### src/rtl/ddma_mem_arbiter_pkg.sv
// ddma_pkg: shared types for the DMA memory-port arbiter.
package ddma_pkg;
    typedef enum logic [1:0] {ARB_IDLE, ARB_TX, ARB_RX} mem_arb_state_t;
    typedef enum logic {OWN_TX = 1'b0, OWN_RX = 1'b1} mem_owner_t;
    function automatic mem_owner_t other_owner(input mem_owner_t o);
        return o == OWN_TX ? OWN_RX : OWN_TX;
    endfunction
endpackage

### src/rtl/ddma_mem_arbiter_if.sv
// ddma_mem_arbiter_if: engine-side and memory-side signals of the shared memory port.
interface ddma_mem_arbiter_if #(
    parameter int ADDR_WIDTH       = 32,
    parameter int MEMORY_BUS_WIDTH = 32
);
    logic                        tx_req, tx_last, tx_gnt, tx_rvalid;
    logic                        rx_req, rx_last, rx_gnt;
    logic                        mem_en, mem_we, owner;
    logic [ADDR_WIDTH-1:0]       tx_addr, rx_addr, mem_addr;
    logic [MEMORY_BUS_WIDTH-1:0] tx_rdata, rx_wdata, mem_wdata, mem_rdata;
    modport master (
        output tx_req, tx_addr, tx_last, rx_req, rx_addr, rx_wdata, rx_last, mem_rdata,
        input  tx_gnt, tx_rdata, tx_rvalid, rx_gnt, mem_en, mem_we, mem_addr, mem_wdata, owner
    );
    modport slave (
        input  tx_req, tx_addr, tx_last, rx_req, rx_addr, rx_wdata, rx_last, mem_rdata,
        output tx_gnt, tx_rdata, tx_rvalid, rx_gnt, mem_en, mem_we, mem_addr, mem_wdata, owner
    );
endinterface

### src/rtl/ddma_mem_arbiter_rr_pick2.sv
// rr_pick2: two-way round-robin pick; on a tie the engine that is not last_owner wins.
module rr_pick2
    import ddma_pkg::*;
(
    input  logic [1:0] req,
    input  mem_owner_t last_owner,
    output mem_owner_t pick,
    output logic       any
);
    assign any  = |req;
    assign pick = &req ? other_owner(last_owner) : (req[1] ? OWN_RX : OWN_TX);
endmodule

### src/rtl/ddma_mem_arbiter.sv
// ddma_mem_arbiter: burst-capped round-robin owner of the single DMA memory port.
module ddma_mem_arbiter
    import ddma_pkg::*;
#(
    parameter int MEMORY_BUS_WIDTH = 32,
    parameter int ADDR_WIDTH       = 32,
    parameter int MAX_BURST        = 16
) (
    input logic              clock,
    input logic              reset,
    ddma_mem_arbiter_if.slave bus
);
    localparam int CW = $clog2(MAX_BURST + 1);
    localparam logic [CW-1:0] CAP = CW'(MAX_BURST - 1);
    mem_arb_state_t state, nxt;
    mem_owner_t     last_owner, cur, pick, ref_owner;
    logic [CW-1:0]  beat_cnt;
    logic           any, tx_beat, rx_beat, beat, rel, tx_rvalid_q;
    assign tx_beat = state == ARB_TX && bus.tx_req;
    assign rx_beat = state == ARB_RX && bus.rx_req;
    assign beat    = tx_beat | rx_beat;
    assign cur     = state == ARB_RX ? OWN_RX : OWN_TX;
    assign rel     = beat && ((tx_beat ? bus.tx_last : bus.rx_last) || beat_cnt == CAP);
    // The releasing engine counts as last owner so a waiting peer takes the port.
    assign ref_owner = rel ? cur : last_owner;
    rr_pick2 u_pick (
        .req       ({bus.rx_req, bus.tx_req}),
        .last_owner(ref_owner),
        .pick      (pick),
        .any       (any)
    );
    assign nxt = !any ? ARB_IDLE : (pick == OWN_RX ? ARB_RX : ARB_TX);
    always_ff @(posedge clock) begin
        if (reset) begin
            state       <= ARB_IDLE;
            last_owner  <= OWN_RX;
            beat_cnt    <= '0;
            tx_rvalid_q <= 1'b0;
        end else begin
            tx_rvalid_q <= tx_beat;
            if (state == ARB_IDLE) begin
                state <= nxt;
            end else if (rel) begin
                state      <= nxt;
                last_owner <= cur;
                beat_cnt   <= '0;
            end else if (beat) begin
                beat_cnt <= beat_cnt + 1'b1;
            end
        end
    end
    assign bus.tx_gnt    = state == ARB_TX;
    assign bus.rx_gnt    = state == ARB_RX;
    assign bus.owner     = state == ARB_IDLE ? last_owner : cur;
    assign bus.mem_en    = beat;
    assign bus.mem_we    = rx_beat;
    assign bus.mem_addr  = tx_beat ? bus.tx_addr : (rx_beat ? bus.rx_addr : {ADDR_WIDTH{1'b0}});
    assign bus.mem_wdata = rx_beat ? bus.rx_wdata : {MEMORY_BUS_WIDTH{1'b0}};
    assign bus.tx_rvalid = tx_rvalid_q;
    assign bus.tx_rdata  = bus.mem_rdata;
endmodule

### src/flat_wrapper.sv
// flat-port wrapper written by rule: the top's interface ports become plain ports
module ddma_mem_arbiter_flat import ddma_pkg::*;
#(
    parameter int MEMORY_BUS_WIDTH = 32,
    parameter int ADDR_WIDTH       = 32,
    parameter int MAX_BURST        = 16
)
  (clock, reset, bus_tx_req, bus_tx_addr, bus_tx_last, bus_rx_req, bus_rx_addr, bus_rx_wdata, bus_rx_last, bus_mem_rdata, bus_tx_gnt, bus_tx_rdata, bus_tx_rvalid, bus_rx_gnt, bus_mem_en, bus_mem_we, bus_mem_addr, bus_mem_wdata, bus_owner);
  ddma_mem_arbiter_if #(.ADDR_WIDTH(ADDR_WIDTH), .MEMORY_BUS_WIDTH(MEMORY_BUS_WIDTH)) bus_i ();
  input logic clock;
  input logic reset;
  input wire logic [$bits(bus_i.tx_req)-1:0] bus_tx_req;
  input wire logic [$bits(bus_i.tx_addr)-1:0] bus_tx_addr;
  input wire logic [$bits(bus_i.tx_last)-1:0] bus_tx_last;
  input wire logic [$bits(bus_i.rx_req)-1:0] bus_rx_req;
  input wire logic [$bits(bus_i.rx_addr)-1:0] bus_rx_addr;
  input wire logic [$bits(bus_i.rx_wdata)-1:0] bus_rx_wdata;
  input wire logic [$bits(bus_i.rx_last)-1:0] bus_rx_last;
  input wire logic [$bits(bus_i.mem_rdata)-1:0] bus_mem_rdata;
  output wire logic [$bits(bus_i.tx_gnt)-1:0] bus_tx_gnt;
  output wire logic [$bits(bus_i.tx_rdata)-1:0] bus_tx_rdata;
  output wire logic [$bits(bus_i.tx_rvalid)-1:0] bus_tx_rvalid;
  output wire logic [$bits(bus_i.rx_gnt)-1:0] bus_rx_gnt;
  output wire logic [$bits(bus_i.mem_en)-1:0] bus_mem_en;
  output wire logic [$bits(bus_i.mem_we)-1:0] bus_mem_we;
  output wire logic [$bits(bus_i.mem_addr)-1:0] bus_mem_addr;
  output wire logic [$bits(bus_i.mem_wdata)-1:0] bus_mem_wdata;
  output wire logic [$bits(bus_i.owner)-1:0] bus_owner;
  assign bus_i.tx_req = bus_tx_req;
  assign bus_i.tx_addr = bus_tx_addr;
  assign bus_i.tx_last = bus_tx_last;
  assign bus_i.rx_req = bus_rx_req;
  assign bus_i.rx_addr = bus_rx_addr;
  assign bus_i.rx_wdata = bus_rx_wdata;
  assign bus_i.rx_last = bus_rx_last;
  assign bus_i.mem_rdata = bus_mem_rdata;
  assign bus_tx_gnt = bus_i.tx_gnt;
  assign bus_tx_rdata = bus_i.tx_rdata;
  assign bus_tx_rvalid = bus_i.tx_rvalid;
  assign bus_rx_gnt = bus_i.rx_gnt;
  assign bus_mem_en = bus_i.mem_en;
  assign bus_mem_we = bus_i.mem_we;
  assign bus_mem_addr = bus_i.mem_addr;
  assign bus_mem_wdata = bus_i.mem_wdata;
  assign bus_owner = bus_i.owner;
  ddma_mem_arbiter #(.MEMORY_BUS_WIDTH(MEMORY_BUS_WIDTH), .ADDR_WIDTH(ADDR_WIDTH), .MAX_BURST(MAX_BURST)) u_core (.clock(clock), .reset(reset), .bus(bus_i));
endmodule
### config.mk
export PLATFORM = sky130hd
export DESIGN_NAME = ddma_mem_arbiter_flat
export DESIGN_NICKNAME = d
export VERILOG_FILES = /design/src/rtl/ddma_mem_arbiter_pkg.sv /design/src/rtl/ddma_mem_arbiter_if.sv /design/src/rtl/ddma_mem_arbiter_rr_pick2.sv /design/src/rtl/ddma_mem_arbiter.sv /design/src/flat_wrapper.sv
export SDC_FILE = /design/constraint.sdc
export NUM_CORES = 1
export LEC_CHECK = 0
export BUFFER_PORTS_ARGS = -buffer_cell sky130_fd_sc_hd__buf_2
export CAP_MARGIN = 20
export CORE_AREA = 2 2 91 93
export CTS_CLUSTER_DIAMETER = 60
export DETAILED_ROUTE_END_ITERATION = 10
export DIE_AREA = 0 0 93 95
export HOLD_SLACK_MARGIN = 0.03
export PLACE_DENSITY = 0.58
export SKIP_CTS_REPAIR_TIMING = 1
export SLEW_MARGIN = 20
export SYNTH_ARGS = -nofsm -noshare
export SYNTH_HDL_FRONTEND = slang
export SYNTH_HIERARCHICAL = 1
export SYNTH_SLANG_ARGS = --single-unit
### constraint.sdc
create_clock -name clock -period 5.1 [get_ports clock]
set_input_delay 0.255 -clock clock [delete_from_list [all_inputs] [get_ports clock]]
set_output_delay 0.255 -clock clock [all_outputs]
set_load 0.01 [all_outputs]
Yosys cells after proc, flatten, opt, wreduce, memory -nomap -nowiden
Index checks and enable logic that the tools add are counted.
{"block": "word_totals", "regBits": 9, "input_bits": 134, "output_inout_bits": 102, "elab_cells": 36}
{"block": "op_classes", "n_addsub": 1, "eq_ne": 3, "mux": 16, "bitwise": 2, "reduce_logical": 10}
{"operator": "32-bit two-way mux", "count": 3}
{"operator": "5-bit two-way mux", "count": 2}
{"operator": "2-bit two-way mux", "count": 4}
{"operator": "1-bit two-way mux", "count": 7}
{"operator": "5-bit by 1-bit adder with 5-bit output (second input constant)", "count": 1}
{"operator": "5-bit by 4-bit equality test with 1-bit output (second input constant)", "count": 1}
{"operator": "2-bit AND reduction", "count": 2}
{"operator": "2-bit nonzero test", "count": 2}
{"operator": "1-bit logical AND", "count": 3}
{"operator": "2-bit by 1-bit equality test with 1-bit output (second input constant)", "count": 1}
{"operator": "2-bit equality test (second input constant)", "count": 1}
{"operator": "2-bit zero test", "count": 1}
{"operator": "2-bit OR reduction", "count": 1}
{"operator": "1-bit logical OR", "count": 1}
{"operator": "1-bit inverter", "count": 1}
{"operator": "1-bit OR", "count": 1}

Longest topological paths before layout
Gate-level depths: netlist of the first run.
{"block": "logic_depth", "depth_word": 12, "ltp_mapped": 10, "depth_no_buf": 10}

By module
Netlist of the first run, hierarchy kept.
{"module": "ddma_mem_arbiter", "n_inst": 1, "cells_each": 168, "area_per_inst_um2": 1257.5, "seq_area_each_um2": 180.2}
{"module": "rr_pick2", "n_inst": 1, "cells_each": 2, "area_per_inst_um2": 13.8, "seq_area_each_um2": 0.0}

Least setup slack after synthesis of the first run
OpenSTA, ideal clock, no wires.
{"block": "synth_timing", "path_type": "flip-flop to flip-flop", "from": "register u_core.beat_cnt[0]", "to": "register u_core.state[1]", "setup_time_ns": 0.095, "arrival_ns": 2.057, "t_required_ns": 5.005, "path_slack_ns": 2.947, "path_stages_with_launch": 11, "n_path_buf": 0, "period_less_slack_ns": 2.153, "cell_sequence": "dfxtp_1 > ha_1 > and3_1 > ha_1 > nor2_1 > mux2_2 > nor2_1 > mux2_1 > a21boi_1 > nand2_1 > a221oi_1"}
{"block": "synth_between", "elab_chain_len": 10, "elab_cells_between_ends": 11, "cone_classes": "eq/ne (1); mux (7); reduce/logical (3)"}
{"item": "start, declared", "line": "ddma_mem_arbiter.sv:17", "rtl": "logic [CW-1:0] beat_cnt;"}
{"item": "start signal, assigned", "line": "ddma_mem_arbiter.sv:48", "rtl": "beat_cnt <= beat_cnt + 1'b1;"}
{"item": "5-bit by 4-bit equality test with 1-bit output *", "line": "ddma_mem_arbiter.sv:23", "rtl": "assign rel = beat && ((tx_beat ? bus.tx_last : bus.rx_last) || beat_cnt == CAP);"}
{"item": "1-bit logical OR *", "line": "ddma_mem_arbiter.sv:23"}
{"item": "1-bit logical AND *", "line": "ddma_mem_arbiter.sv:23"}
{"item": "1-bit two-way mux *"}
{"item": "net u_core.ref_owner", "line": "ddma_mem_arbiter.sv:16", "rtl": "mem_owner_t last_owner, cur, pick, ref_owner;"}
{"item": "1-bit two-way mux *", "line": "ddma_mem_arbiter_pkg.sv:6", "rtl": "return o == OWN_TX ? OWN_RX : OWN_TX;"}
{"item": "1-bit two-way mux *", "line": "ddma_mem_arbiter_rr_pick2.sv:11", "rtl": "assign pick = &req ? other_owner(last_owner) : (req[1] ? OWN_RX : OWN_TX);"}
{"item": "net u_core.pick", "line": "ddma_mem_arbiter.sv:16"}
{"item": "2-bit two-way mux * (2 in a row)", "line": "ddma_mem_arbiter.sv:32", "rtl": "assign nxt = !any ? ARB_IDLE : (pick == OWN_RX ? ARB_RX : ARB_TX);"}
{"item": "2-bit two-way mux", "line": "ddma_mem_arbiter.sv:43", "rtl": "end else if (rel) begin"}
{"item": "2-bit two-way mux *", "line": "ddma_mem_arbiter.sv:41", "rtl": "if (state == ARB_IDLE) begin"}
{"item": "end signal, assigned", "line": "ddma_mem_arbiter.sv:42", "rtl": "state <= nxt;"}
{"item": "end signal, assigned", "line": "ddma_mem_arbiter.sv:44", "rtl": "state <= nxt;"}
{"item": "end, declared", "line": "ddma_mem_arbiter.sv:15", "rtl": "mem_arb_state_t state, nxt;"}
The timed path passes the listed nets; every way through them passes the cells marked *. The select of a mux whose other input is x is not followed.
A chain may end at the register's enable or synchronous reset.

Final worst setup path of the first run
{"block": "layout_timing", "from": "register u_core.state[1]", "to": "register u_core.state[1]"}
{"block": "layout_between", "elab_chain_len": 12, "elab_cells_between_ends": 18, "cone_classes": "eq/ne (2); mux (9); bitwise (1); reduce/logical (6)"}
{"item": "2-bit by 1-bit equality test with 1-bit output", "line": "ddma_mem_arbiter.sv:19", "rtl": "assign tx_beat = state == ARB_TX && bus.tx_req;"}
{"item": "1-bit logical AND", "line": "ddma_mem_arbiter.sv:19"}
{"item": "1-bit two-way mux", "line": "ddma_mem_arbiter.sv:23"}
{"item": "1-bit logical OR", "line": "ddma_mem_arbiter.sv:23"}
{"item": "1-bit logical AND", "line": "ddma_mem_arbiter.sv:23"}
{"item": "1-bit two-way mux *"}
{"item": "net u_core.ref_owner", "line": "ddma_mem_arbiter.sv:16"}
{"item": "1-bit two-way mux *", "line": "ddma_mem_arbiter_pkg.sv:6"}
{"item": "1-bit two-way mux *", "line": "ddma_mem_arbiter_rr_pick2.sv:11"}
{"item": "net u_core.pick", "line": "ddma_mem_arbiter.sv:16"}
{"item": "2-bit two-way mux * (2 in a row)", "line": "ddma_mem_arbiter.sv:32"}
{"item": "2-bit two-way mux", "line": "ddma_mem_arbiter.sv:43"}
{"item": "2-bit two-way mux *", "line": "ddma_mem_arbiter.sv:41"}
Marks and branches as above.

==> reports/results.ini, run 1 <==
[status]
status=completed

[route]
vias=1685
ant_nets=0
drt_iter0_drc=34
drt_pass1_iterations=4
routed_wl_mm=5.00
drc=0
viasPerCell=4.16
routedWlPerCell_um=12.3

[floorplan]
die-height_um=95
die_w_um=93
dieArea_sq_um=8840
io_pins=236
core-area_sq_um=7930
initial_core_util=0.160
fp-row-count=33

[layout]
layout-drive-gt1-share=0.593
final_util=0.254
layout_commonest_cell=buf_2
final_cell_mix=buf_2 (171), and2_1 (32), a22o_1 (32)
design_area_sq_um=2010
final_nets=437
num-fill-cells=878
insertedDiodeCount=0
area_growth_pct=58.2

[sta]
max_freq_ghz=0.346
fin_tns_setup_ns=0
min_period_over_period=0.567
finalMaxSlewViolations=0
min_period_ns=2.89
setup_viol_count_final=0
tightest_slew_ns=1.00
skew_ns=0.00267
relSlewSlack=0.332
rsz0062_at_grt=no
final-hold-violation-count=0

[power]
p_leak_nw=1.19
pwr-share-clk=0.286
internal_power_w=0.000200
ir_drop_uv=140
power.total_w=0.000305
p_per_area_nw_per_um2=152
seq_power_share=0.255
netSwitchingPower_w=0.000105
switching_share=0.343
comb_power_share=0.460

[synthesis]
yosys-top-cells-area=a22o_1 (22%), buf_4 (19%), and2_1 (16%), dfxtp_1 (14%), clkbuf_1 (2.7%)
synth_simple_gate_area_frac=0.290
synthDistinctLibCells=31
ys_seq_elements=9
synth_compound_area_frac=0.277
ys_warn_count=6
synth_area_leader_cell=a22o_1
netlist_instances=170
ys_seq_area_frac=0.142
syn_area_per_cell_sq_um=7.48
synthesis.nets=306
syn_area_sq_um=1270
yosys-mux-area-fraction=0.0256
synth-xor-area-share=0
synth_fa_ha_area_frac=0.0197
synth_top_family_by_area=simple AND/OR/NAND/NOR gates
synth_top_area_frac=0.220

[placed_design]
gp_congestion=0.786
portBuffers=171
hpwlAfterDp_mm=4.17
dpl_cell_area_sq_um=1970

[grt]
globalRouteMet1Util=0.106
track_usage=0.0935
grt_pass1_wl_mm=6.67
use_met3=0.0192
grt.busiest_layer=met2
met2_usage=0.164
grt_start_max_net_pins=69
grt_pass1_vias=1461
gr-total-overflow=0
antenna_found_initial=0

[cts]
cts_buffers=3
cts_tree=yes
cts.sinks=9
clk_path_buf_depth=2
path_clk_slew_ns=0.05
clockRootBuffer=clkbuf_8
ctsHtreeMaxLevel=1
clk_latency_ns=0.24

[worst_setup_path]
path_class=flop to flop
critPathMaxFanout=68
endpoint_kind=flop
arrival_ns=3.03
cp.required_ns=5.24
cp-start-kind=flop

[flow_run]
maxCapViolCount=0

[hold_path]
holdCritPathClass=input port to flop

per-stage QoR:
stage	hold WS, ns	worst slack [ns]	cells
after global routing	0.286	1.90	405
after global placement	0.445	2.34	401
after CTS	0.280	2.13	405
after floorplan	0.394	2.95	170
after detailed placement	0.452	2.14	401
final	0.277	2.21	405
power groups by stage:
stage,logic [W],registers (W),clock network [W]
4_1_cts,0.000143,0.0000774,0.0000882
2_1_floorplan,0.0000960,0.0000781,0
5_1_grt,0.000155,0.0000782,0.0000920
3_5_place_dp,0.000142,0.0000787,0
3_3_place_gp,0.000141,0.0000783,0
6_report,0.000140,0.0000777,0.0000871
registers in the layout, indices dropped and copies added (netlist names):
name	count
u_core/last_owner	1
u_core/bus.tx_rvalid	1
u_core/beat_cnt	5
u_core/state	2
routing by layer:
metal | vias to the layer above | routed length, um
met4 | 0 | 127
li1 | 825 | -
met2 | 102 | 2430
met5 | - | 0
met1 | 742 | 1900
met3 | 16 | 546
worst paths after layout:
kind	startpoint	slack, ns	depth (start not counted)	end
setup / recovery	u_core/state[1]$_SDFFE_PP0P_	2.21	7	u_core/state[1]$_SDFFE_PP0P_
hold / removal	bus_rx_last	0.28	3	u_core/last_owner$_SDFFE_PP1N_
setup reg to reg	u_core/state[1]$_SDFFE_PP0P_	2.21	7	u_core/state[1]$_SDFFE_PP0P_
hold reg to reg	u_core/beat_cnt[4]$_SDFFE_PP0P_	0.48	2	u_core/beat_cnt[4]$_SDFFE_PP0P_
cells in the mapped netlist:
cell       number
a21boi_1        1
a21oi_1         3
a221oi_1        1
a22o_1         32
a2bb2oi_1       1
a311oi_1        1
a31oi_1         2
and2_1         32
and3_1          1
and3b_1         2
buf_2           4
buf_4          33
clkbuf_1        9
dfxtp_1         9
ha_1            2
inv_1           2
inv_2           1
mux2_1          1
mux2_2          1
mux2i_1         1
nand2_1         9
nand2b_1        1
nand3_1         3
nand3b_1        1
nand4b_1        2
nor2_1          7
nor2b_1         2
o21ai_0         2
or2_1           1
or3_1           2
or4_1           1
worst max-delay path, stage by stage, from the launching register on:
cell and delay, ns:
dfxtp_1 0.40, and3b_2 0.88, nor2_1 0.38, nor2_1 0.25, mux2_1 0.34, a21boi_1 0.18, nand2_1 0.07, a221oi_1 0.28
final cells by class:
class,count,area [sq um],share of cell area
timing repair buffer,172,863,0.429
multi-input combinational,112,779,0.388
sequential,9,180,0.0896
tap,105,131,0.0653
clock buffer,4,45.0,0.0224
inverter,3,11.3,0.00560
logic make-up (layout without fill, tap and decap cells):
logic type,count (synthesis),count (layout)
adders and majority gates,2,2
AOI/OAI and AO/OA,43,43
buffers and inverters,49,179
DFF,9,9
muxes,3,3
and+or+nand+nor,64,64
No activity file was read; power rests on OpenSTA's default activity.
==> inputs of run 2 (changes only) <==
==> constraint.sdc (replaced) <==
create_clock -name clock -period 2.97 [get_ports clock]
set_input_delay 0.1485 -clock clock [delete_from_list [all_inputs] [get_ports clock]]
set_output_delay 0.1485 -clock clock [all_outputs]
set_load 0.01 [all_outputs]
==> reports/results.ini, run 2 (synthesis gave the netlist of run 1 again) <==
[status]
status=completed

[grt]
grt_pass1_vias=1431  ; -2.1%
antenna_found_initial=0  ; unchanged
grt_start_max_net_pins=68  ; -1.4%
track_usage=0.0974  ; +0.00395
gr-total-overflow=0  ; unchanged
grt_pass1_wl_mm=6.84  ; +2.6%

[sta]
max_freq_ghz=0.425  ; +23%
setup_viol_count_final=0  ; unchanged
skew_ns=0.00124  ; -0.00143 ns
min_period_over_period=0.792  ; +0.225
final-hold-violation-count=0  ; unchanged
fin_tns_setup_ns=0  ; unchanged
rsz0062_at_grt=no
postLayoutSetupSlackWorst_ns=0.617  ; -1.59 ns
tightest_slew_ns=0.633  ; -0.369 ns
min_period_ns=2.35  ; -0.541 ns
finalMaxSlewViolations=0  ; unchanged
relSlewSlack=0.576  ; +0.245

[layout]
reg_top3=u_core/beat_cnt: 5 flops, u_core/state: 2 flops
regMostFlops=u_core/beat_cnt
final_nets=438  ; +0.23%
area_growth_pct=58.8
largest_register_ffs=5  ; unchanged
final_util=0.255  ; +0.000947
layout-drive-gt1-share=0.595  ; +0.00135
layout_commonest_cell=buf_2
num-fill-cells=878  ; unchanged
insertedDiodeCount=0  ; unchanged
final_cell_mix=buf_2 (171), and2_1 (32), a22o_1 (32)

[route]
drt_pass1_iterations=4  ; unchanged
ant_nets=0  ; unchanged
drc=0  ; unchanged
vias=1664  ; -1.2%
viasPerCell=4.10  ; -1.5%
drt_iter0_drc=47  ; +38%
routedWlPerCell_um=12.6  ; +1.9%
routed_wl_mm=5.11  ; +2.2%

[worst_setup_path]
endpoint_kind=flop
critPathMaxFanout=5  ; -93%
path_class=flop to flop
path_cells=ha_1 -> and3_1 -> ha_1 -> nor2_1 -> mux2_2 -> nor2_1 -> mux2_1 -> a21boi_1 -> nand2_1 -> a221oi_1
arrival_ns=2.50  ; -0.53 ns
cp-start-kind=flop
cp.required_ns=3.11  ; -2.13 ns
crit_path_top_delay_cell=dfxtp_1
crit_path_max_incr_delay_ns=0.36  ; -0.52 ns

[cts]
cts.sinks=9  ; unchanged
ctsHtreeMaxLevel=1  ; unchanged
cts_tree=yes
clockRootBuffer=clkbuf_8
clk_latency_ns=0.24  ; about the same
cts_buffers=3  ; unchanged
clk_path_buf_depth=2  ; unchanged
path_clk_slew_ns=0.05  ; about the same

[floorplan]
io_pins=236  ; unchanged
die-height_um=95  ; unchanged
fp-row-count=33  ; unchanged
initial_core_util=0.160  ; unchanged
core-area_sq_um=7930  ; unchanged
dieArea_sq_um=8840  ; unchanged
die_w_um=93  ; unchanged

[placed_design]
hpwlAfterDp_mm=4.21  ; +1.0%
portBuffers=171  ; unchanged
gp_congestion=0.843  ; +7.3%
dp_slack_ns=0.637  ; -1.51 ns

[flow_run]
maxCapViolCount=0  ; unchanged

[power]
p_leak_nw=1.20  ; +0.45%
ir_drop_uv=251  ; +80%
p_per_area_nw_per_um2=259  ; +71%

[hold_path]
holdCritPathClass=input port to flop

[run 2: cell types whose count changed in the layout (fill, tap and decap cells not counted), sizes merged]
cell	previous run	this run
buf	172	173
[run 2: layout make-up]
type | instances | area [sq um] | share of cell area
repair buffers | 173 | 871 | 0.431
multi-input cells | 112 | 779 | 0.386
flip-flops and latches | 9 | 180 | 0.0893
well taps | 105 | 131 | 0.0651
clock buffers | 4 | 45.0 | 0.0223
inverters | 3 | 11.3 | 0.00558
[run 2: metrics by stage]
step | hold WS, ns | total power (W) | cells | instance area, sq um
final | 0.182 | 0.000524 | 406 | 2020
after detailed placement | 0.297 | 0.000380 | 402 | 1970
after global routing | 0.193 | 0.000560 | 406 | 2020
after floorplan | 0.287 | 0.000299 | 170 | 1270
after global placement | 0.297 | 0.000378 | 402 | 1970
after CTS | 0.175 | 0.000530 | 406 | 2020
[run 2: metal layers]
| metal | global-route usage | wire [um] | vias up |
|---|---|---|---|
| li1 | - | - | 826 |
| met1 | 0.119 | 2050 | 732 |
| met2 | 0.164 | 2430 | 91 |
| met3 | 0.0176 | 523 | 15 |
| met4 | 0.0490 | 105 | 0 |
| met5 | 0 | 0 | - |
[run 2: worst paths after layout]
path                            slack, ns                             from                               to  cells after the start
worst max-delay path                 0.62  u_core/beat_cnt[0]$_SDFFE_PP0P_     u_core/state[1]$_SDFFE_PP0P_                     10
worst min-delay path                 0.18                      bus_rx_last   u_core/last_owner$_SDFFE_PP1N_                      3
worst max register to register       0.62  u_core/beat_cnt[0]$_SDFFE_PP0P_     u_core/state[1]$_SDFFE_PP0P_                     10
worst min register to register       0.46  u_core/beat_cnt[4]$_SDFFE_PP0P_  u_core/beat_cnt[4]$_SDFFE_PP0P_                      2
[run 2: report_power, final]
part	internal (W)	total, W	switching [W]
clock	0.0000940	0.000148	0.0000539
combinational	0.000124	0.000242	0.000119
sequential	0.000127	0.000133	0.00000609
[run 2: critical path: cells and delay by family, from the launching register on]
kind / cells / cell delay, ns
and+or+nand+nor: 4 / 0.47
AOI/OAI and AO/OA: 2 / 0.42
adders and majority gates: 2 / 0.37
muxes: 2 / 0.65
DFF: 1 / 0.36
==> inputs of run 3 (changes only) <==
--- a/config.mk
+++ b/config.mk
@@ -7,12 +7,12 @@
 export LEC_CHECK = 0
 export BUFFER_PORTS_ARGS = -buffer_cell sky130_fd_sc_hd__buf_2
 export CAP_MARGIN = 20
-export CORE_AREA = 2 2 91 93
+export CORE_AREA = 2 2 90 92
 export CTS_CLUSTER_DIAMETER = 60
 export DETAILED_ROUTE_END_ITERATION = 10
-export DIE_AREA = 0 0 93 95
+export DIE_AREA = 0 0 92 94
 export HOLD_SLACK_MARGIN = 0.03
-export PLACE_DENSITY = 0.58
+export PLACE_DENSITY = 0.61
 export SKIP_CTS_REPAIR_TIMING = 1
 export SLEW_MARGIN = 20
 export SYNTH_ARGS = -nofsm -noshare
==> constraint.sdc (replaced) <==
create_clock -name clock -period 1.9 [get_ports clock]
set_input_delay 0.095 -clock clock [delete_from_list [all_inputs] [get_ports clock]]
set_output_delay 0.095 -clock clock [all_outputs]
set_load 0.01 [all_outputs]
==> reports/results.ini, run 3 (synthesis gave the netlist of run 1 again) <==
[status]
status=complete, but fails checks
violations=setup timing

[placed_design]
portBuffers=171  ; unchanged
post-place-cells=411  ; +2.2%
dpl_cell_area_sq_um=2130  ; +7.7%
hpwlAfterDp_mm=4.54  ; +7.7%
dp_slack_ns=-0.178  ; -0.815 ns
gp_congestion=0.797  ; -5.5%

[worst_setup_path]
worst_r2r_endpoint=u_core/state[1]$_SDFFE_PP0P_
cp-startpoint=u_core/beat_cnt[0]$_SDFFE_PP0P_
critPathTopFamily=multiplexers
path_cells=ha_4 -> and3_4 -> ha_4 -> nor2_2 -> mux2_4 -> nor2_4 -> mux2_4 -> a21boi_2 -> nand2_1 -> a221oi_2
cp-start-kind=flop
r2r_start=u_core/beat_cnt[0]$_SDFFE_PP0P_
endpoint_kind=flop
rr_worst_depth=10  ; unchanged
critPathMaxFanout=3  ; -2
reg2reg_slack_ns=-0.18  ; -0.80 ns
cp_num_buf_inv=0  ; unchanged
crit_path_top_delay_cell=dfxtp_2
cp.required_ns=2.04  ; -1.07 ns
crit_path_max_incr_delay_ns=0.34  ; -0.02 ns
path_class=flop to flop
arrival_ns=2.23  ; -0.27 ns
crit_end=u_core/state[1]$_SDFFE_PP0P_
worstSetupPathDepth=10  ; unchanged

[grt]
grt_pass1_wl_mm=7.16  ; +4.7%
grt_start_max_net_pins=68  ; unchanged
antenna_found_initial=0  ; unchanged
gr-total-overflow=0  ; unchanged
track_usage=0.103  ; +0.00588
grt_pass1_vias=1481  ; +3.5%

[layout]
area_growth_pct=71.5
stdcell_count=415  ; +2.2%
final_nets=450  ; +2.7%
layout_commonest_cell=buf_2
layout-drive-gt1-share=0.645  ; +0.0507
regMostFlops=u_core/beat_cnt
final_cell_mix=buf_2 (171), and2_1 (32), a22o_1 (32)
design_area_sq_um=2180  ; +8.0%
reg_top3=u_core/beat_cnt: 5 flops, u_core/state: 2 flops
insertedDiodeCount=0  ; unchanged
num-fill-cells=842  ; -4.1%
largest_register_ffs=5  ; unchanged
final_util=0.287  ; +0.0319

[route]
routed_wl_mm=5.34  ; +4.5%
drc=0  ; unchanged
routedWlPerCell_um=12.9  ; +2.3%
vias=1759  ; +5.7%
viasPerCell=4.24  ; +3.4%
ant_nets=0  ; unchanged
drt_pass1_iterations=4  ; unchanged
drt_iter0_drc=48  ; +2.1%

[flow_run]
maxCapViolCount=0  ; unchanged

[sta]
rsz0062_at_grt=yes
min_period_ns=2.08  ; -0.270 ns
max_freq_ghz=0.480  ; +13%
relSlewSlack=0.785  ; +0.208
setup_viol_count_final=2  ; +2
skew_ns=0.000746  ; -0.000493 ns
holdWs_ns=0.144  ; -0.0380 ns
postLayoutSetupSlackWorst_ns=-0.183  ; -0.800 ns
finalMaxSlewViolations=0  ; unchanged
tightest_slew_ns=0.320  ; -0.313 ns
min_period_over_period=1.10  ; +0.304
final-hold-violation-count=0  ; unchanged

[cts]
clk_latency_ns=0.23  ; about the same
clk_path_buf_depth=2  ; unchanged
ctsHtreeMaxLevel=1  ; unchanged
cts.sinks=9  ; unchanged
path_clk_slew_ns=0.04  ; about the same
clockRootBuffer=clkbuf_8
cts_buffers=3  ; unchanged
cts_tree=yes

[hold_path]
holdCritPathClass=input port to flop

[floorplan]
io_pins=236  ; unchanged
core-area_sq_um=7610  ; -4.0%
die_w_um=92  ; -1.1%
die-height_um=94  ; -1.1%
dieArea_sq_um=8650  ; -2.1%
fp-row-count=32  ; -3.0%
initial_core_util=0.167  ; +0.00675

[power]
p_leak_nw=1.27  ; +6.1%
p_per_area_nw_per_um2=390  ; +50%
ir_drop_uv=125  ; -50%

[run 3: final cells by class]
class	count	area (sq um)	area share
Timing Repair Buffer	185	973	0.447
Multi-Input combinational cell	112	840	0.385
Sequential cell	9	183	0.0838
Tap cell	102	128	0.0586
Clock buffer	4	45.0	0.0207
Inverter	3	11.3	0.00517
[run 3: stage by stage]
stage | power, W | TNS, ns
after floorplan | 0.000478 | -0.150
final | 0.000850 | -0.320
after CTS | 0.000863 | -0.331
after global placement | 0.000630 | -0.183
after global routing | 0.000914 | -0.500
after detailed placement | 0.000634 | -0.318
[run 3: per-layer routing]
metal | part of all wire | vias up | global-route usage | wire [um]
met2 | 0.51 | 142 | 0.184 | 2720
li1 | - | 852 | - | -
met3 | 0.14 | 4 | 0.0361 | 724
met5 | 0 | - | 0 | 0
met4 | 0.0094 | 0 | 0.0361 | 50
met1 | 0.35 | 761 | 0.114 | 1840
[run 3: power breakdown]
part | leakage, nW | switching (W) | internal, W
combinational | 1.18 | 0.000205 | 0.000223
sequential | 0.0742 | 0.00000532 | 0.000199
clock | 0.0228 | 0.0000718 | 0.000146
total | 1.27 | 0.000282 | 0.000568
[run 3: worst reg2reg max path: stages (launching register included)]
cell and delay [ns]:
dfxtp_2 0.34, ha_4 0.13, and3_4 0.19, ha_4 0.14
nor2_2 0.04, mux2_4 0.29, nor2_4 0.10, mux2_4 0.31
a21boi_2 0.15, nand2_1 0.08, a221oi_2 0.22
[run 3: worst min path at each step]
| stage | startpoint | end | slack, ns | cells past startpoint |
|---|---|---|---|---|
| 2_1_floorplan | bus_rx_last | u_core/last_owner$_SDFFE_PP1N_ | 0.23 | 2 |
| 3_3_place_gp | bus_mem_rdata[25] | bus_tx_rdata[25] | 0.19 | 0 |
| 3_5_place_dp | bus_mem_rdata[25] | bus_tx_rdata[25] | 0.19 | 0 |
| 4_1_cts | reset | u_core/beat_cnt[0]$_SDFFE_PP0P_ | 0.14 | 2 |
| 5_1_grt | reset | u_core/beat_cnt[0]$_SDFFE_PP0P_ | 0.15 | 2 |
| 6_report | bus_rx_last | u_core/last_owner$_SDFFE_PP1N_ | 0.14 | 3 |
